<file path="src/rtl/mux4_rr_arbiter.sv">
// Round-robin arbiter with a bounded hold time, driving the select of a shared 4:1 mux.
// Grant and select are registered; the routed data y is combinational from sel and the inputs.

module mux4_rr_mux #(
  parameter int WIDTH = 8
) (
  input  logic [1:0]       sel,
  input  logic [WIDTH-1:0] a,
  input  logic [WIDTH-1:0] b,
  input  logic [WIDTH-1:0] c,
  input  logic [WIDTH-1:0] d,
  output logic [WIDTH-1:0] y
);
  always_comb begin
    y = a;
    case (sel)
      2'd0: y = a;
      2'd1: y = b;
      2'd2: y = c;
      2'd3: y = d;
      default: y = a;
    endcase
  end
endmodule

// state | meaning
// IDLE  | no requester granted, gnt = 0, sel holds its last value
// BUSY  | one owner granted (sel), hold_q counts its consecutive cycles
module mux4_rr_arbiter #(
  parameter int WIDTH    = 8,
  parameter int MAX_HOLD = 4
) (
  input  logic             clk,
  input  logic             rst_n,
  input  logic [3:0]       req,
  input  logic [WIDTH-1:0] a,
  input  logic [WIDTH-1:0] b,
  input  logic [WIDTH-1:0] c,
  input  logic [WIDTH-1:0] d,
  output logic [3:0]       gnt,
  output logic [1:0]       sel,
  output logic [WIDTH-1:0] y,
  output logic             y_valid
);
  localparam int HW = $clog2(MAX_HOLD + 1);
  localparam logic [HW-1:0] HOLD_MAX = HW'(MAX_HOLD);
  localparam logic [HW-1:0] HOLD_ONE = HW'(1);

  typedef enum logic {IDLE, BUSY} state_t;

  state_t          state_q, state_d;
  logic [3:0]      gnt_q, gnt_d;
  logic [1:0]      sel_q, sel_d;
  logic [1:0]      ptr_q, ptr_d;
  logic [HW-1:0]   hold_q, hold_d;
  logic [1:0]      win;
  logic            keep;
  logic [WIDTH-1:0] mux_y;

  // First requester found searching start, start+1, ... modulo 4.
  function automatic logic [1:0] rr_pick(input logic [3:0] r, input logic [1:0] start);
    logic [1:0] idx;
    rr_pick = start;
    for (int k = 3; k >= 0; k--) begin
      idx = start + 2'(k);
      if (r[idx]) rr_pick = idx;
    end
  endfunction

  always_comb begin
    state_d = state_q;
    gnt_d   = gnt_q;
    sel_d   = sel_q;
    ptr_d   = ptr_q;
    hold_d  = hold_q;
    win     = rr_pick(req, ptr_q);
    keep    = req[sel_q] && (hold_q < HOLD_MAX);
    case (state_q)
      IDLE: begin
        if (|req) begin
          gnt_d   = 4'b0001 << win;
          sel_d   = win;
          hold_d  = HOLD_ONE;
          ptr_d   = win + 2'd1;
          state_d = BUSY;
        end
      end
      BUSY: begin
        if (keep) begin
          hold_d = hold_q + HOLD_ONE;
        end else if (|req) begin
          // Searching from owner+1 reaches the owner last, so it only wins as sole requester.
          win    = rr_pick(req, sel_q + 2'd1);
          gnt_d  = 4'b0001 << win;
          sel_d  = win;
          hold_d = HOLD_ONE;
          ptr_d  = win + 2'd1;
        end else begin
          gnt_d   = 4'b0000;
          state_d = IDLE;
        end
      end
      default: begin
        gnt_d   = 4'b0000;
        state_d = IDLE;
      end
    endcase
  end

  always_ff @(posedge clk) begin
    if (!rst_n) begin
      state_q <= IDLE;
      gnt_q   <= 4'b0000;
      sel_q   <= 2'd0;
      ptr_q   <= 2'd0;
      hold_q  <= '0;
    end else begin
      state_q <= state_d;
      gnt_q   <= gnt_d;
      sel_q   <= sel_d;
      ptr_q   <= ptr_d;
      hold_q  <= hold_d;
    end
  end

  mux4_rr_mux #(.WIDTH(WIDTH)) u_mux (
    .sel (sel_q),
    .a   (a),
    .b   (b),
    .c   (c),
    .d   (d),
    .y   (mux_y)
  );

  assign gnt     = gnt_q;
  assign sel     = sel_q;
  assign y_valid = |gnt_q;
  assign y       = y_valid ? mux_y : '0;
endmodule
</file>
<file path="config.mk">
export PLATFORM = sky130hd
export DESIGN_NAME = mux4_rr_arbiter
export DESIGN_NICKNAME = d
export VERILOG_FILES = /design/src/rtl/mux4_rr_arbiter.sv
export SDC_FILE = /design/constraint.sdc
export NUM_CORES = 1
export LEC_CHECK = 0
export ABC_AREA = 1
export CORE_ASPECT_RATIO = 0.5
export CORE_MARGIN = 1
export CORE_UTILIZATION = 44
export CTS_CLUSTER_DIAMETER = 100
export CTS_CLUSTER_SIZE = 40
export DETAILED_ROUTE_END_ITERATION = 10
export GPL_TIMING_DRIVEN = 1
export PLACE_DENSITY = 0.85
export SYNTH_ARGS = -nofsm -noshare
export SYNTH_HDL_FRONTEND = slang
export SYNTH_SLANG_ARGS = --single-unit
</file>
<file path="constraint.sdc">
create_clock -name clk -period 2.4 [get_ports clk]
set_input_delay 0.6 -clock clk [delete_from_list [all_inputs] [get_ports clk]]
set_output_delay 0.6 -clock clk [all_outputs]
set_load 0.02 [all_outputs]
</file>
==> metrics.txt, run 1 <==
VDD IR-drop max 0.765 mV; die area 3250 µm²; post-synth net total 282; Crit Path Category reg2out; DR top layer met4; DR WL met3 345 µm; Final Hold Vio Count 0; Crit path largest cell delay 0.37 ns; antenna viol nets, final 0; worst path bufs/invs 2; Met1 Routed Length 1700 µm; part of the Yosys area used for sequential elements 0.181; synthesized area 1320 µm²; Psw 0.00165 W; Worst EP required 1.80 ns; core area 2720 µm²; stages on the worst setup path 5; CTS clk-pin slew, worst paths 0.05 ns; Ant. Diodes 0; pre-CTS setup slack -0.148 ns; f_max 438 MHz; status finished, final reports clean; skew final 0.00248 ns; Synth area leaders nand2_1 (26%), dfxtp_1 (18%), inv_1 (7.7%); Clock power frac 0.060; global-route congestion overflow total 0; post-layout util 0.714; Yosys top cell area share 0.261; GPL Wtd Cong 0.926; crit path max fanout 8; pwr/cell area 1520 nW/µm²; PortBufs 52; Setup WS post-layout 0.118 ns; fill cell count 240; Vias 1695; CTS Sinks 12; arrival time at the worst endpoint 1.68 ns; die width 79.6 µm; Synth area leader nand2_1; Cell Rows 13; Syn-to-layout area delta 46.6%; CTS Buf Count 3; LEAKAGE 0.982 nW; Sw Share 0.562; Root Driver clkbuf_8; slowest cell on the critical path dlygate4sd2_1; iteration count of the initial detailed-routing pass 4; Nets 340; Gate power share 0.823; Hold Path Stages 1; dpl cell area 1910 µm²; slew margin rel. 0.755; final wirelength 3850 µm; cells along the critical path buf_4 -> ha_1 -> nand2_1 -> a31oi_1 -> dlygate4sd2_1; CP top delay family buffers and inverters; drt first-iter violations 59; Worst Reg-to-Reg Cells 16; io pins 53; post-CTS setup buffer count 0; Final Instance Area 1940 µm²; synthesized flop and latch total 12; H-tree depth 1; synthesized area per cell 5.54 µm²; Worst Setup Start Kind flip-flop; actual slew at the worst max-slew pin 0.367 ns; effective utilization at floorplan 0.487; metal2 WL 1770 µm; Tmin final 2.28 ns; DR vias/cell 5.11; drt drc 0; first-pass GRT wire length 5850 µm; most common cell after layout, fill and taps aside nand2_1; ratio of cells with drive above 1 in the final layout 0.125; commonest cells after routing, fill and taps aside nand2_1 (92), clkdlybuf4s50_1 (44), inv_1 (26); Hold WC Path Type reg2reg; GRT Total Usage 0.237; Cell variety after synth 23; deepest clock path buffer count 2; Final Max Tran Viols 0; Pint 0.00129 W; Critical Path End Type output pin; max_cap viols 0; Synthesis Warnings 0; Hold WS 0.469 ns; Design Power 0.00294 W; Final Cycle Share 0.951; largest net degree at the start of global routing 10; Post-Syn Instances 239; CTS tree done; hpwl dp 3140 µm; WL/cell 11.6 µm; number of global-route vias before repair 1398; worst skew pair latency 0.24 ns; Die Ht 40.8 µm; antenna violations before repair 0; sequential power share 0.117; RSZ-0062 raised after global routing no; final setup fails 0
cell families after synthesis:
| group | count (synthesis) | synth area share |
|---|---|---|
| compound gates | 40 | 0.168 |
| simple gates | 141 | 0.471 |
| buf+inv | 41 | 0.132 |
| fa+ha+maj | 5 | 0.0473 |
| flops | 12 | 0.181 |
state kept, by name (all words and copies together) (netlist names):
register	flops
state_q	1
sel	2
gnt	4
hold_q	3
ptr_q	2
path summary, 6_finish.rpt:
check | from | end | slack (ns)
min reg2reg | hold_q[0]$_SDFF_PN0_ | hold_q[0]$_SDFF_PN0_ | 0.47
min | hold_q[0]$_SDFF_PN0_ | hold_q[0]$_SDFF_PN0_ | 0.47
max reg2reg | sel[1]$_SDFFE_PN0P_ | ptr_q[1]$_SDFFE_PN0P_ | 0.36
max | sel[0]$_SDFFE_PN0P_ | y[6] | 0.12
cells in the mapped netlist:
master and instances:
ha_1 5, nor4_4 1, inv_2 6, o21ai_2 2
dfxtp_1 12, nor3_1 1, a21oi_1 16, inv_1 27
nand2_1 92, a31oi_1 8, buf_1 3, nand2_2 11
inv_6 1, o21ai_0 11, o21ai_1 1, o211ai_1 2
nand3_2 3, nand4_1 2, nand3_1 19, buf_6 2
nor2_1 12, clkbuf_1 1, clkinv_2 1
stage by stage:
step / instances / TNS [ns]
floorplan: 239 / 0
finish: 332 / 0
detailed placement: 329 / -1.00
CTS: 332 / 0
global placement: 329 / -0.964
global route: 332 / 0
timing repair:
action / CTS / global route
hold buffers: 0 / 0
endpoints found under the hold margin: 0 / 0
endpoints found under the setup margin: 8 / 8
resized for setup: 9 / 2
final cells by class:
| type | instances | area (µm²) | share of cell area |
|---|---|---|---|
| Timing Repair Buffer | 59 | 564 | 0.291 |
| Clock buffer | 3 | 41.3 | 0.0213 |
| Tap cell | 37 | 46.3 | 0.0239 |
| Multi-Input combinational cell | 186 | 911 | 0.469 |
| Sequential cell | 12 | 240 | 0.124 |
| Inverter | 35 | 138 | 0.0709 |
per-layer routing:
layer  global-route usage  vias up
met5                    0        -
met4               0.0364        0
met3               0.0778        4
met2                0.451       60
met1                0.275      754
li1                     -      877
worst register-to-register path: cells and delay by family, from the launching register on:
kind                       cells  cell delay, ns
adders and majority gates      1            0.36
buffers and inverters          3            0.26
DFF                            1            0.37
and+or+nand+nor               11            0.81
AOI/OAI and AO/OA              1            0.15
power groups by stage:
stage                     Sequential (W)  Combinational [W]  Clock, W
after CTS                       0.000344            0.00241  0.000180
after global placement          0.000344            0.00240         0
after floorplan                 0.000383            0.00167         0
after global routing            0.000354            0.00270  0.000190
after detailed placement        0.000349            0.00248         0
final                           0.000344            0.00242  0.000176
Power figures use the tool's default switching activity.
==> inputs of run 2 (changes only) <==
TNS_END_PERCENT = 30   (was default)
==> results of run 2 <==
The final DEF is identical to that of run 1; final timing and power are the same.
